<file path="src/rtl/sd_track_pkg.sv">
// Shared types for the multi-drive track cache: FSM states, transfer direction, LBA width.
package sd_track_pkg;
  typedef enum logic [1:0] {ST_IDLE, ST_REQ, ST_XFER, ST_DONE} state_e;
  typedef enum logic {MODE_READ, MODE_WRITE} mode_e;
  localparam int LBA_W = 32;
endpackage

</file>
<file path="src/rtl/sd_rr_arbiter.sv">
// Round-robin arbiter: searches from i_ptr+1 and grants the first requester; purely combinational.
module sd_rr_arbiter #(
  parameter int N     = 2,
  parameter int IDX_W = 1
) (
  input  logic [N-1:0]     i_req,
  input  logic [IDX_W-1:0] i_ptr,
  output logic [N-1:0]     o_gnt,
  output logic [IDX_W-1:0] o_idx,
  output logic             o_any
);
  always_comb begin
    int j;
    j     = 0;
    o_gnt = '0;
    o_idx = '0;
    o_any = 1'b0;
    for (int k = 1; k <= N; k++) begin
      j = int'(i_ptr) + k;
      if (j >= N) j = j - N;
      if (!o_any && i_req[j]) begin
        o_any    = 1'b1;
        o_gnt[j] = 1'b1;
        o_idx    = IDX_W'(j);
      end
    end
  end
endmodule

</file>
<file path="src/rtl/sd_track_cache.sv">
// Track-buffer manager: write back dirty tracks, reload on track change/mount, one SD channel at a time.
// One cycle from need to request; the CPU is stalled for the whole transfer, hps_io paces via sd_ack.
module sd_track_cache
  import sd_track_pkg::*;
#(
  parameter int NUM_DRIVES        = 2,
  parameter int SECTORS_PER_TRACK = 13,
  parameter int TRACK_W           = 6,
  parameter int SEC_W             = (SECTORS_PER_TRACK > 1) ? $clog2(SECTORS_PER_TRACK) : 1,
  parameter int DRV_W             = (NUM_DRIVES > 1) ? $clog2(NUM_DRIVES) : 1
) (
  input  logic                          clk_sys,
  input  logic                          nRESET,
  input  logic [NUM_DRIVES*TRACK_W-1:0] track,
  input  logic [NUM_DRIVES-1:0]         disk_we,
  input  logic [NUM_DRIVES-1:0]         img_mounted,
  input  logic [NUM_DRIVES-1:0]         img_present,
  input  logic                          img_readonly,
  output logic [NUM_DRIVES*LBA_W-1:0]   sd_lba,
  output logic [NUM_DRIVES-1:0]         sd_rd,
  output logic [NUM_DRIVES-1:0]         sd_wr,
  input  logic [NUM_DRIVES-1:0]         sd_ack,
  output logic [DRV_W-1:0]              buf_drive,
  output logic [SEC_W-1:0]              buf_sec,
  output logic                          cpu_wait,
  output logic [NUM_DRIVES-1:0]         busy
);
  state_e                 r_state, w_state_nx;
  mode_e                  r_mode;
  logic [DRV_W-1:0]       r_drv, r_ptr, w_idx;
  logic [SEC_W-1:0]       r_sec;
  logic [LBA_W-1:0]       r_base;
  logic                   r_cpu_wait;
  logic [NUM_DRIVES-1:0]  r_busy, r_old_ack;
  logic [NUM_DRIVES-1:0]  r_valid, r_dirty, r_protect, r_present;
  logic [TRACK_W-1:0]     r_cur [NUM_DRIVES];
  logic [TRACK_W-1:0]     w_trk [NUM_DRIVES];
  logic [NUM_DRIVES-1:0]  w_wb_need, w_rd_need, w_need, w_need_done, w_gnt;
  logic                   w_any, w_grant, w_sec_inc, w_done, w_gnt_wr;
  logic                   w_ack_rise, w_ack_fall;
  logic [TRACK_W-1:0]     w_gnt_trk;

  assign w_need     = w_wb_need | w_rd_need;
  assign w_ack_rise = sd_ack[r_drv] & ~r_old_ack[r_drv];
  assign w_ack_fall = ~sd_ack[r_drv] & r_old_ack[r_drv];
  assign w_gnt_wr   = w_wb_need[w_idx];
  // A write-back addresses the track still held in the buffer, a read the newly requested one.
  assign w_gnt_trk  = w_gnt_wr ? r_cur[w_idx] : w_trk[w_idx];

  sd_rr_arbiter #(.N(NUM_DRIVES), .IDX_W(DRV_W)) u_arb (
    .i_req (w_need),
    .i_ptr (r_ptr),
    .o_gnt (w_gnt),
    .o_idx (w_idx),
    .o_any (w_any)
  );

  for (genvar g = 0; g < NUM_DRIVES; g++) begin : g_drv
    logic w_this;
    assign w_this       = (r_drv == DRV_W'(g));
    assign w_trk[g]     = track[g*TRACK_W +: TRACK_W];
    assign w_wb_need[g] = r_valid[g] & r_dirty[g] & (w_trk[g] != r_cur[g]);
    assign w_rd_need[g] = r_present[g] & (~r_valid[g] | (w_trk[g] != r_cur[g]));

    always_ff @(posedge clk_sys or negedge nRESET) begin
      if (!nRESET) begin
        r_valid[g]   <= 1'b0;
        r_dirty[g]   <= 1'b0;
        r_protect[g] <= 1'b0;
        r_present[g] <= 1'b0;
        r_cur[g]     <= '0;
      end else begin
        if (w_grant && w_gnt[g] && !w_gnt_wr) r_cur[g] <= w_trk[g];
        if (img_mounted[g]) begin
          r_valid[g]   <= 1'b0;
          r_protect[g] <= img_readonly;
          r_present[g] <= img_present[g];
        end else if (w_grant && w_gnt[g] && !w_gnt_wr) begin
          r_valid[g] <= 1'b0;
        end else if (w_done && w_this && r_mode == MODE_READ && r_present[g]) begin
          r_valid[g] <= 1'b1;
        end
        if (disk_we[g] && !r_protect[g])
          r_dirty[g] <= 1'b1;
        else if (img_mounted[g] || (w_done && w_this && r_mode == MODE_WRITE))
          r_dirty[g] <= 1'b0;
      end
    end
  end

  // Needs as they will stand once this DONE cycle's flag updates land.
  always_comb begin
    w_need_done = w_need;
    for (int i = 0; i < NUM_DRIVES; i++) begin
      if (r_drv == DRV_W'(i)) begin
        if (r_mode == MODE_WRITE)
          w_need_done[i] = w_rd_need[i] | (w_wb_need[i] & disk_we[i] & ~r_protect[i]);
        else
          w_need_done[i] = r_present[i] & (w_trk[i] != r_cur[i]);
      end
    end
  end

  always_ff @(posedge clk_sys or negedge nRESET) begin
    if (!nRESET) r_state <= ST_IDLE;
    else         r_state <= w_state_nx;
  end

  always_comb begin
    w_state_nx = r_state;
    w_grant    = 1'b0;
    w_sec_inc  = 1'b0;
    w_done     = 1'b0;
    case (r_state)
      ST_IDLE: if (w_any) begin
        w_grant    = 1'b1;
        w_state_nx = ST_REQ;
      end
      ST_REQ: if (w_ack_rise) w_state_nx = ST_XFER;
      ST_XFER: if (w_ack_fall) begin
        if (r_sec == SEC_W'(SECTORS_PER_TRACK - 1) || !r_present[r_drv]) begin
          w_state_nx = ST_DONE;
        end else begin
          w_sec_inc  = 1'b1;
          w_state_nx = ST_REQ;
        end
      end
      ST_DONE: begin
        w_done     = 1'b1;
        w_state_nx = ST_IDLE;
      end
      default: w_state_nx = ST_IDLE;
    endcase
  end

  always_ff @(posedge clk_sys or negedge nRESET) begin
    if (!nRESET) begin
      r_mode     <= MODE_READ;
      r_drv      <= '0;
      r_ptr      <= '0;
      r_sec      <= '0;
      r_base     <= '0;
      r_cpu_wait <= 1'b0;
      r_busy     <= '0;
      r_old_ack  <= '0;
    end else begin
      r_old_ack <= sd_ack;
      if (w_grant) begin
        r_drv      <= w_idx;
        r_mode     <= w_gnt_wr ? MODE_WRITE : MODE_READ;
        r_base     <= LBA_W'(SECTORS_PER_TRACK) * LBA_W'(w_gnt_trk);
        r_sec      <= '0;
        r_cpu_wait <= 1'b1;
        r_busy     <= r_busy | w_gnt;
      end
      if (w_sec_inc) r_sec <= r_sec + 1'b1;
      if (w_done) begin
        r_busy[r_drv] <= 1'b0;
        r_ptr         <= r_drv;
        r_cpu_wait    <= |w_need_done;
      end
    end
  end

  always_comb begin
    sd_rd  = '0;
    sd_wr  = '0;
    sd_lba = '0;
    for (int i = 0; i < NUM_DRIVES; i++) begin
      sd_rd[i] = (r_state == ST_REQ) && (r_drv == DRV_W'(i)) && (r_mode == MODE_READ);
      sd_wr[i] = (r_state == ST_REQ) && (r_drv == DRV_W'(i)) && (r_mode == MODE_WRITE);
      sd_lba[i*LBA_W +: LBA_W] = r_busy[i] ? (r_base + LBA_W'(r_sec)) : '0;
    end
  end

  assign buf_drive = r_drv;
  assign buf_sec   = r_sec;
  assign cpu_wait  = r_cpu_wait;
  assign busy      = r_busy;
endmodule

</file>
<file path="config.mk">
export PLATFORM = sky130hd
export DESIGN_NAME = sd_track_cache
export DESIGN_NICKNAME = d
export VERILOG_FILES = /design/src/rtl/sd_track_pkg.sv /design/src/rtl/sd_rr_arbiter.sv /design/src/rtl/sd_track_cache.sv
export SDC_FILE = /design/constraint.sdc
export NUM_CORES = 1
export LEC_CHECK = 0
export BUFFER_PORTS_ARGS = -buffer_cell sky130_fd_sc_hd__buf_2
export CAP_MARGIN = 20
export CORE_MARGIN = 5
export CORE_UTILIZATION = 35
export CTS_CLUSTER_SIZE = 10
export DETAILED_ROUTE_END_ITERATION = 8
export GPL_TIMING_DRIVEN = 0
export PLACE_DENSITY_LB_ADDON = 0.05
export SLEW_MARGIN = 0
export SYNTH_ARGS = -nofsm -noshare
export SYNTH_HDL_FRONTEND = slang
export SYNTH_SLANG_ARGS = --single-unit
</file>
<file path="constraint.sdc">
create_clock -name clk_sys -period 4.25 [get_ports clk_sys]
set_input_delay 0.85 -clock clk_sys [delete_from_list [all_inputs] [get_ports clk_sys]]
set_output_delay 0.85 -clock clk_sys [all_outputs]
set_load 0.01 [all_outputs]
</file>
==> summary.md, run 1 <==
| Metric | Value |
|---|---|
| Status | completed |
| CTS tree | yes |
| Final Hold Fails | 0 |
| Tot Pwr | roughly 0.0024 W |
| Die Width | between 100 and 150 µm |
| Setup Skew | roughly 0.012 ns |
| Die Height | about 110 µm |
| CTS Buf Count | 5 |
| PwrDens | between 500 and 600 mW/mm² |
| Post-layout util | between 40 and 50% |
| Iteration-0 DRC Markers | 53 |
| Number of flip-flops in the largest register | 12 |
| Req. time, crit path | roughly 4.4 ns |
| CP Class | in2reg |
| RSZ-0062 raised after global routing | true |
| Ports | between 90 and 100 |
| Peak fanout along the critical path | 5 |
| IO Port Bufs | 56 |
| # rows | 36 |
| Share of the synthesized area in the top cell type | 32.4% |
| Die Footprint | approximately 0.012 mm² |
| Root cell of the clock tree | clkbuf_8 |
| Achievable clock frequency | ~240 MHz |
| GR Overflow Total | 0 |
| R2R depth | 17 |
| Post-Syn Area | 0.00340 mm² |
| GRT Overall Usage | 13.3% |
| Drt wl/cell | approximately 13 µm |
| Cell Area, Placed | around 0.0040 mm² |
| Hold_ws | 0.416 ns |
| Final ANT Viol Nets | 0 |
| DR vias/cell | about 4.3 |
| Vias | approximately 2600 |
| Largest net degree at the start of global routing | 45 |
| LEAKAGE | 2.24 nW |
| GPL Wtd Cong | 0.777 |
| Clock Path Buffers | 2 |
| Largest register by flop count | r_cur |
| Clk slew on worst S/H paths | 0.09 ns |
| Mapped Cells | roughly 350 |
| Distinct cells, synth | 48 |
| Ys flop type | dfrtp_1 |
| First-pass GRT wire length | about 13 mm |
| Synthesized area per cell | slightly below 10 µm² |
| # diodes | 0 |
| Share of post-route cells with drive strength above 1 | between 30% and 40% |
| Post-synth EDFFs | 0 |
| Commonest cells post-synth | dfrtp_1, buf_4, nand2_1 |
| Number of remaining DRC errors | 0 |
| Routed WL | 7.64 mm |
| Post-route cell area | between 0.004 and 0.005 mm² |
| CP Data Arrival Time | 4.29 ns |
| Most common cell in the netlist | dfrtp_1 |
| Vias in the first global route | about 2600 |
| Minimum clock period | between 4 and 5 ns |
| Top cells by area, synth | dfrtp_1, buf_4, ha_1 |
| Maxcap violations | 0 |
| Hold Buf Count CTS | 0 |
| Area growth syn-to-layout | 26.1% |
| Worst Setup End Kind | flop |
| H-Tree Level Count | 2 |
| Synth area leader | dfrtp_1 |
| Initial antenna violation count | 0 |
| Initial core utilization | approximately a third |
| Seq/Total Area, Yosys | roughly a third |
| Setup Viol. Count Final | 0 |
| Worst slew pin tran | 0.543 ns |
| Async set or reset register ratio after synthesis | 100% |
| Max VDD drop | 0.233 mV |
| Dpl ws | -0.473 ns |
| Synth Warn # | 0 |
| Core ar. | roughly 0.0096 mm² |
| Drt first pass iters | 4 |
| Worst setup SP type | input pin |
| Crit share post-route | 96.9% |
| Register bit count reported by yosys | 44 |
| Max Slew Vio Count | 0 |
| Type of the tightest min-delay check | in2async |
| Detailed placement HPWL | 6.09 mm |
| Setup ws final | ~0.13 ns |
| Rel. slew slack | ~64% |
| Nets | 507 |
| Sink Count | 44 |
| Clock latency on the worst-skew pair | approximately 0.30 ns |
==> cell usage in the layout, fill, tap and decap left out, types with 3 or more instances in the layout <==
master	count
and2_1	13
a21oi_2	3
a21o_1	5
nor3b_1	3
mux2i_1	12
o21bai_1	4
conb_1	42
a211o_1	3
nand3_1	8
and3_1	5
a21oi_1	8
o21ai_0	12
inv_1	18
dfrtp_1	44
nand2_1	23
ha_1	20
xnor2_1	12
mux2_2	17
buf_2	58
xor2_1	12
clkbuf_1	8
buf_4	46
mux2_4	6
nor2b_1	12
clkbuf_8	7
nor2_1	12
fa_1	3
==> metal layers <==
metal	GRT usage, %	part of all wire [%]	up-vias
li1	-	-	1332
met1	18.1	47	1181
met2	22.1	46	57
met3	2.55	5.5	5
met4	2.71	0.83	0
met5	0	0	-
==> logic make-up after synthesis <==
logic type | synth area share, %
simple gates | 14.0
fa+ha+maj | 10.4
other cells | 0.110
mux | 12.4
xor+xnor | 6.43
flops | 32.4
buf+inv | 12.8
compound gates | 11.5
==> through the flow <==
step	cells	TNS [ns]
finish	592	0
global route	592	-0.147
CTS	587	0
detailed placement	578	-1.18
global placement	578	-1.27
floorplan	389	0
==> power breakdown <==
group	internal [W]	total, W	leakage [nW]	switching, W
clock	0.000208	0.000353	0.0645	0.000146
combinational	0.000657	0.00133	1.64	0.000669
sequential	0.000569	0.000712	0.538	0.000143
total	0.00143	0.00239	2.24	0.000957
==> timing repair <==
| action | in CTS | in global routing |
|---|---|---|
| cloned | 0 | 1 |
| resized for setup | 5 | 11 |
| setup endpoints to repair | 2 | 2 |
| setup buffers | 1 | 3 |
| pin swaps | 1 | 7 |
==> critical path: stages <==
cell,delay (ns)
buf_2,0.12
xor2_1,0.19
nor4_2,0.07
buf_4,0.14
a31o_4,0.23
o21bai_4,0.18
buf_6,0.15
buf_4,0.14
a21oi_2,0.27
ha_4,0.26
fa_1,0.49
fa_2,0.37
a21o_1,0.20
a21oi_2,0.16
o21bai_1,0.08
a21oi_1,0.15
xor2_1,0.15
o21ai_0,0.08
==> cell type report <==
cell class | count | area (µm²)
fillers | 1006 | 5350
multi-input cells | 274 | 2120
flip-flops and latches | 44 | 1100
well taps | 133 | 166
plain buffers | 53 | 373
inverters | 18 | 67.6
clock inverters | 1 | 30.0
repair buffers | 62 | 335
clock buffers | 7 | 96.3
==> final timing paths <==
check                                    startpoint  slack [ns]                        to
max reg2reg                    r_cur[5]$_DFFE_PN0P_        0.37     r_base[9]$_DFFE_PN0P_
min reg2reg                r_protect[0]$_DFFE_PN0P_        0.52  r_protect[0]$_DFFE_PN0P_
max                                        track[8]        0.13     r_base[9]$_DFFE_PN0P_
min in group clk_sys       r_protect[0]$_DFFE_PN0P_        0.52  r_protect[0]$_DFFE_PN0P_
max in group asynchronous                    nRESET        3.35    buf_sec[3]$_DFFE_PN0P_
min                                          nRESET        0.42    r_dirty[0]$_DFFE_PN0P_
No activity file was read; power rests on OpenSTA's default activity.
==> run 2: changes to the inputs <==
--- a/config.mk
+++ b/config.mk
@@ -8,7 +8,7 @@
 export BUFFER_PORTS_ARGS = -buffer_cell sky130_fd_sc_hd__buf_2
 export CAP_MARGIN = 20
 export CORE_MARGIN = 5
-export CORE_UTILIZATION = 35
+export CORE_UTILIZATION = 48
 export CTS_CLUSTER_SIZE = 10
 export DETAILED_ROUTE_END_ITERATION = 8
 export GPL_TIMING_DRIVEN = 0
==> summary.md, run 2 (synthesized netlist as in run 1, its figures left out) <==
| Metric | Value |
|---|---|
| DR vias/cell | 4.70 (was 4.35) |
| Minimum clock period | 4.10 ns (was 4.12 ns) |
| Status | completed (unchanged) |
| GRT Overall Usage | 16.0% (was 13.3%) |
| Worst Setup End Kind | flop (unchanged) |
| RSZ-0062 raised after global routing | false (was true) |
| Die Height | 94.2 µm (was 109 µm) |
| Die Width | 94.2 µm (was 109 µm) |
| Dpl ws | -0.532 ns (was -0.473 ns) |
| CP Class | in2reg (unchanged) |
| Clock latency on the worst-skew pair | 0.30 ns (about the same) |
| Cell Area, Placed | 0.00397 mm² (was 0.00402 mm²) |
| Setup ws final | 0.155 ns (was 0.131 ns) |
| Rel. slew slack | 64.4% (was 63.6%) |
| Vias in the first global route | 2425 (was 2570) |
| Number of remaining DRC errors | 0 (unchanged) |
| Most frequent cells in the layout | buf_2, buf_4, dfrtp_1 (unchanged) |
| Nets | 511 (was 507) |
| Setup TNS Final | 0 ns (unchanged) |
| # rows | 30 (was 36) |
| Clock Path Buffers | 2 (unchanged) |
| Seq. cell area | 0.00110 mm² (unchanged) |
| Clk slew on worst S/H paths | 0.08 ns (was 0.09 ns) |
| Core ar. | 0.00683 mm² (was 0.00964 mm²) |
| Crit share post-route | 96.4% (was 96.9%) |
| H-Tree Level Count | 2 (unchanged) |
| Largest register by flop count | r_cur (unchanged) |
| R2R setup slack | 0.38 ns (was 0.37 ns) |
| Number of flip-flops in the largest register | 12 (unchanged) |
| Initial antenna violation count | 0 (unchanged) |
| Iteration-0 DRC Markers | 66 (was 53) |
| Area growth syn-to-layout | 24.5% (was 26.1%) |
| Max VDD drop | 0.331 mV (was 0.233 mV) |
| Sink Count | 44 (unchanged) |
| Drt wl/cell | 12.9 µm (about the same) |
| Type of the tightest min-delay check | in2async (unchanged) |
| Detailed placement HPWL | 5.62 mm (was 6.09 mm) |
| Fillers | 633 (was 1006) |
| Maxcap violations | 0 (unchanged) |
| Achievable clock frequency | 244 MHz (was 243 MHz) |
| Post-route cell area | 0.00424 mm² (was 0.00429 mm²) |
| Die Footprint | 0.00887 mm² (was 0.0118 mm²) |
| GPL Wtd Cong | 0.766 (was 0.777) |
| Peak fanout along the critical path | 5 (unchanged) |
| # diodes | 0 (unchanged) |
| Drt first pass iters | 4 (unchanged) |
| Share of post-route cells with drive strength above 1 | 34.3% (was 34.0%) |
| GR Overflow Total | 0 (unchanged) |
| CTS Buf Count | 5 (unchanged) |
| Multi-input gate area | 0.00208 mm² (was 0.00212 mm²) |
| Routed WL | 7.19 mm (was 7.64 mm) |
| CP Data Arrival Time | 4.27 ns (was 4.29 ns) |
| Vias | 2630 (was 2575) |
| Initial core utilization | 49.8% (was 35.3%) |
| Final Hold Fails | 0 (unchanged) |
| PwrDens | 565 mW/mm² (was 557 mW/mm²) |
| Ports | 99 (unchanged) |
| Req. time, crit path | 4.42 ns (about the same) |
| Setup Viol. Count Final | 0 (unchanged) |
| IO Port Bufs | 56 (unchanged) |
| LEAKAGE | 2.26 nW (was 2.24 nW) |
| Root cell of the clock tree | clkbuf_8 (unchanged) |
| Worst setup SP type | input pin (unchanged) |
| CTS tree | yes (unchanged) |
| First-pass GRT wire length | 11.5 mm (was 12.6 mm) |
| Final ANT Viol Nets | 0 (unchanged) |
| Max Slew Vio Count | 0 (unchanged) |
| Worst slew pin tran | 0.529 ns (was 0.543 ns) |
| Commonest non-fill, non-tap cell in the layout | buf_2 (unchanged) |
| Largest net degree at the start of global routing | 45 (unchanged) |
| Setup Skew | 0.00872 ns (was 0.0117 ns) |
==> run 2: changes by cell type in the layout (fill, tap and decap cells not counted) <==
cell	before	now
buf_4	46	50
a211oi_2	1	2
a211oi_4	1	0
a21oi_1	8	7
a21oi_2	3	4
ha_1	20	21
ha_4	1	0
o21ai_2	0	1
o21ai_4	1	0
o21bai_2	0	1
o21bai_4	1	0
xor2_1	12	13
xor2_2	1	0
==> run 2: power breakdown <==
group | switching [W] | internal [W] | leakage (nW)
clock network | 0.000146 | 0.000208 | 0.0645
logic | 0.000671 | 0.000660 | 1.65
registers | 0.000142 | 0.000569 | 0.538
total | 0.000959 | 0.00144 | 2.26
==> run 2: what timing repair did <==
item | in CTS | in global routing
setup buffers | 5 | 3
resized for setup | 5 | 7
pin swaps | 2 | 8
gates cloned | 1 | 0
hold buffers | 0 | 0
endpoints found under the setup margin | 2 | 2
==> run 2: layout make-up <==
cell class / instances / area share, %
Inverter: 18 / 1.59
Tap cell: 96 / 2.83
Sequential cell: 44 / 26.0
Multi-Input combinational cell: 274 / 49.2
Clock buffer: 7 / 2.27
Buffer: 53 / 8.80
Clock inverter: 1 / 0.709
Timing Repair Buffer: 66 / 8.62
==> run 2: layer usage <==
| layer | vias to the layer above | wire length [µm] | track usage (%) |
|---|---|---|---|
| met5 | - | 0 | 0 |
| met4 | 0 | 60 | 3.25 |
| met3 | 5 | 381 | 3.37 |
| met2 | 59 | 3420 | 26.1 |
| met1 | 1226 | 3330 | 22.0 |
| li1 | 1340 | - | - |
==> run 2: worst paths after layout <==
check,startpoint,end,cells past startpoint
setup reg to reg,r_cur[3]$_DFFE_PN0P_,r_base[9]$_DFFE_PN0P_,16
setup / recovery,track[9],r_base[9]$_DFFE_PN0P_,17
hold / removal,nRESET,r_base[5]$_DFFE_PN0P_,1
min in group clk_sys,r_protect[0]$_DFFE_PN0P_,r_protect[0]$_DFFE_PN0P_,1
hold reg to reg,r_protect[0]$_DFFE_PN0P_,r_protect[0]$_DFFE_PN0P_,1
max in group asynchronous,nRESET,r_cur[4]$_DFFE_PN0P_,2
==> run 2: worst max-delay path: stages <==
cell      delay [ns]
buf_2           0.12
xor2_1          0.15
nor4_2          0.39
a31o_4          0.21
o21bai_2        0.13
buf_6           0.17
a211oi_2        0.06
a21oi_2         0.22
ha_1            0.28
fa_1            0.51
fa_2            0.37
a21o_1          0.19
a21oi_2         0.15
o21bai_1        0.08
a21oi_1         0.15
xor2_1          0.14
o21ai_0         0.09
==> run 2: per-stage QoR <==
step / utilization, % / hold slack (ns) / instances / power, W
after floorplan: - / 0.470 / 389 / 0.00166
after global placement: 58.1 / 0.481 / 541 / 0.00198
after detailed placement: 58.1 / 0.491 / 541 / 0.00200
after CTS: 60.9 / 0.511 / 555 / 0.00239
after global routing: 62.0 / 0.421 / 559 / 0.00261
final: 62.0 / 0.412 / 559 / 0.00240
==> run 3: changes to the inputs <==
--- a/config.mk
+++ b/config.mk
@@ -5,6 +5,7 @@
 export SDC_FILE = /design/constraint.sdc
 export NUM_CORES = 1
 export LEC_CHECK = 0
+export ABC_AREA = 1
 export BUFFER_PORTS_ARGS = -buffer_cell sky130_fd_sc_hd__buf_2
 export CAP_MARGIN = 20
 export CORE_MARGIN = 5
==> summary.md, run 3 <==
| Metric | Value |
|---|---|
| Setup Skew | 0.00672 ns (was 0.00872 ns) |
| CP Data Arrival Time | 4.31 ns (was 4.27 ns) |
| Commonest cells post-synth | nand2_1, inv_1, buf_4, dfrtp_1, nor2_1 (was dfrtp_1, buf_4, nand2_1) |
| Max Slew Vio Count | 0 (unchanged) |
| R2R depth | 25 (was 16) |
| Die Width | 95.5 µm (was 94.2 µm) |
| Dpl ws | -0.443 ns (was -0.532 ns) |
| CP Class | in2reg (unchanged) |
| Met2 Resource Use GR | 27.1% (was 26.1%) |
| Number of flip-flops in the largest register | 12 (unchanged) |
| Final ANT Viol Nets | 0 (unchanged) |
| Seq. cell area | 0.00110 mm² (unchanged) |
| Share of the synthesized area in the top cell type | 31.4% (was 32.4%) |
| Setup ws final | 0.124 ns (was 0.155 ns) |
| Clk slew on worst S/H paths | 0.09 ns (was 0.08 ns) |
| Reg2reg start | r_cur[10]$_DFFE_PN0P_ (was r_cur[3]$_DFFE_PN0P_) |
| Status | completed (unchanged) |
| Area growth syn-to-layout | 24.8% (was 24.5%) |
| Achievable clock frequency | 242 MHz (was 244 MHz) |
| Share of post-route cells with drive strength above 1 | 27.2% (was 34.3%) |
| Type of the tightest min-delay check | in2async (unchanged) |
| Vias in the first global route | 2718 (was 2425) |
| CP delay by family, top | simple AND/OR/NAND/NOR gates (was compound AO/OA/AOI/OAI gates) |
| # diodes | 0 (unchanged) |
| Synth area leader | dfrtp_1 (unchanged) |
| Fillers | 674 (was 633) |
| Routed WL | 7.87 mm (was 7.19 mm) |
| Minimum clock period | 4.13 ns (was 4.10 ns) |
| Placed Cells incl. Taps | 678 (was 541) |
| Synthesized area per cell | 7.29 µm² (was 9.78 µm²) |
| CP bufs+invs | 7 (was 2) |
| Non-Filler Instances | 699 (was 559) |
| Detailed placement HPWL | 6.21 mm (was 5.62 mm) |
| Top cells by area, synth | dfrtp_1, nand2_1, buf_4 (was dfrtp_1, buf_4, ha_1) |
| Commonest non-fill, non-tap cell in the layout | nand2_1 (was buf_2) |
| CTS tree | yes (unchanged) |
| Crit path depth | 26 (was 17) |
| PwrDens | 626 mW/mm² (was 565 mW/mm²) |
| First-pass GRT wire length | 12.1 mm (was 11.5 mm) |
| Number of remaining DRC errors | 0 (unchanged) |
| H-Tree Level Count | 2 (unchanged) |
| Maxcap violations | 0 (unchanged) |
| Largest net degree at the start of global routing | 45 (unchanged) |
| Synth Warn # | 0 (unchanged) |
| Setup Viol. Count Final | 0 (unchanged) |
| Worst Setup SP | track[2] (was track[9]) |
| Die Footprint | 0.00913 mm² (was 0.00887 mm²) |
| Clock latency on the worst-skew pair | 0.30 ns (about the same) |
| LEAKAGE | 2.49 nW (was 2.26 nW) |
| Crit path max-delay cell type | fa_1 (unchanged) |
| R2R setup slack | 0.39 ns (was 0.38 ns) |
| Largest register by flop count | r_cur (unchanged) |
| Cell mode on critical path | nand2_1 |
| M1 GR Usage | 22.7% (was 22.0%) |
| Ports | 99 (unchanged) |
| Largest stage delay, worst path | 0.52 ns (was 0.51 ns) |
| Layer with the highest usage | met2 (unchanged) |
| Drt wl/cell | 11.3 µm (was 12.9 µm) |
| Vias | 3195 (was 2630) |
| Hold Buf Count CTS | 0 (unchanged) |
| GPL Wtd Cong | 0.879 (was 0.766) |
| Post-synth EDFFs | 0 (unchanged) |
| IO Port Bufs | 56 (unchanged) |
| Multi-input gate area | 0.00201 mm² (was 0.00208 mm²) |
| Most common cell in the netlist | nand2_1 (was dfrtp_1) |
| Crit share post-route | 97.1% (was 96.4%) |
| Drt first pass iters | 4 (unchanged) |
| Initial antenna violation count | 0 (unchanged) |
| Initial core utilization | 48.9% (was 49.8%) |
| Mapped Cells | 482 (was 348) |
| Register bit count reported by yosys | 44 (unchanged) |
| R2R Path End | r_base[9]$_DFFE_PN0P_ (unchanged) |
| Seq/Total Area, Yosys | 31.4% (was 32.4%) |
| Post-Syn Area | 0.00351 mm² (was 0.00340 mm²) |
| Distinct cells, synth | 37 (was 48) |
| CTS Buf Count | 5 (unchanged) |
| # rows | 31 (was 30) |
| Async set or reset register ratio after synthesis | 100% (unchanged) |
| Req. time, crit path | 4.43 ns (was 4.42 ns) |
| Most frequent cells in the layout | nand2_1, inv_1, buf_2 (was buf_2, buf_4, dfrtp_1) |
| GRT Overall Usage | 16.5% (was 16.0%) |
| Worst setup SP type | input pin (unchanged) |
| Setup crit end | r_base[9]$_DFFE_PN0P_ (unchanged) |
| Core ar. | 0.00718 mm² (was 0.00683 mm²) |
| Root cell of the clock tree | clkbuf_8 (unchanged) |
| Die Height | 95.5 µm (was 94.2 µm) |
| Clock Path Buffers | 2 (unchanged) |
| Nets | 648 (was 511) |
| Iteration-0 DRC Markers | 125 (was 66) |
| GR Overflow Total | 0 (unchanged) |
| Final Hold Fails | 0 (unchanged) |
| Sink Count | 44 (unchanged) |
| Peak fanout along the critical path | 10 (was 5) |
| GR met3 Demand/Resource | 2.76% (was 3.37%) |
| Max VDD drop | 0.236 mV (was 0.331 mV) |
| Ys flop type | dfrtp_1 (unchanged) |
| DR vias/cell | 4.57 (was 4.70) |
| Worst Setup End Kind | flop (unchanged) |
run 3: through the flow:
stage / hold slack, ns / power (W) / setup TNS [ns] / instance area [µm²] / utilization (%)
global route: 0.424 / 0.00302 / -0.182 / 4380 / 61.1
detailed placement: 0.481 / 0.00222 / -1.09 / 4070 / 56.7
CTS: 0.504 / 0.00257 / 0 / 4210 / 58.6
global placement: 0.472 / 0.00218 / -0.960 / 4070 / 56.7
floorplan: 0.453 / 0.00183 / 0 / 3670 / -
finish: 0.415 / 0.00275 / 0 / 4380 / 61.1
run 3: per-layer routing:
layer  part of all wire, %  up-vias
li1                      -     1673
met4                   1.1        0
met1                    45     1432
met2                    48       81
met5                     0        -
met3                   6.4        9
run 3: area by class of cell:
class	count	area share, %
Inverter	69	5.94
Clock buffer	5	1.57
Clock inverter	3	1.08
Tap cell	99	2.83
Multi-Input combinational cell	360	45.9
Sequential cell	44	25.1
Buffer	50	8.70
Timing Repair Buffer	69	8.90
run 3: repair_timing:
item                                    CTS  global route
pin swaps                                 3            13
resized for setup                         2            20
endpoints found under the setup margin    2             4
gates cloned                              0             0
setup buffers                             2            10
run 3: cell families (layout without fill, tap and decap cells):
family          after synthesis  in the layout  synth area share, %
other cells                   1             42                0.107
simple gates                209            209                 25.6
xor+xnor                     12             12                 2.99
mux                           3              3                0.891
fa+ha+maj                    26             26                 10.1
buf+inv                     119            196                 18.0
flops                        44             44                 31.4
compound gates               68             68                 10.9
run 3: how the worst min path moves through the flow:
stage / startpoint / to / slack, ns / depth (start not counted)
final: nRESET / r_protect[0]$_DFFE_PN0P_ / 0.41 / 1
after global routing: nRESET / r_old_ack[1]$_DFF_PN0_ / 0.42 / 1
after CTS: r_base[3]$_DFFE_PN0P_ / r_base[3]$_DFFE_PN0P_ / 0.50 / 2
after detailed placement: r_base[3]$_DFFE_PN0P_ / r_base[3]$_DFFE_PN0P_ / 0.48 / 2
after global placement: r_base[3]$_DFFE_PN0P_ / r_base[3]$_DFFE_PN0P_ / 0.47 / 2
after floorplan: r_base[2]$_DFFE_PN0P_ / r_base[2]$_DFFE_PN0P_ / 0.45 / 2
run 3: where the power goes:
| part | switching (W) | total (W) | leakage (nW) | internal (W) |
|---|---|---|---|---|
| logic | 0.000982 | 0.00171 | 1.88 | 0.000730 |
| clock network | 0.000157 | 0.000335 | 0.0583 | 0.000177 |
| registers | 0.000127 | 0.000699 | 0.548 | 0.000571 |
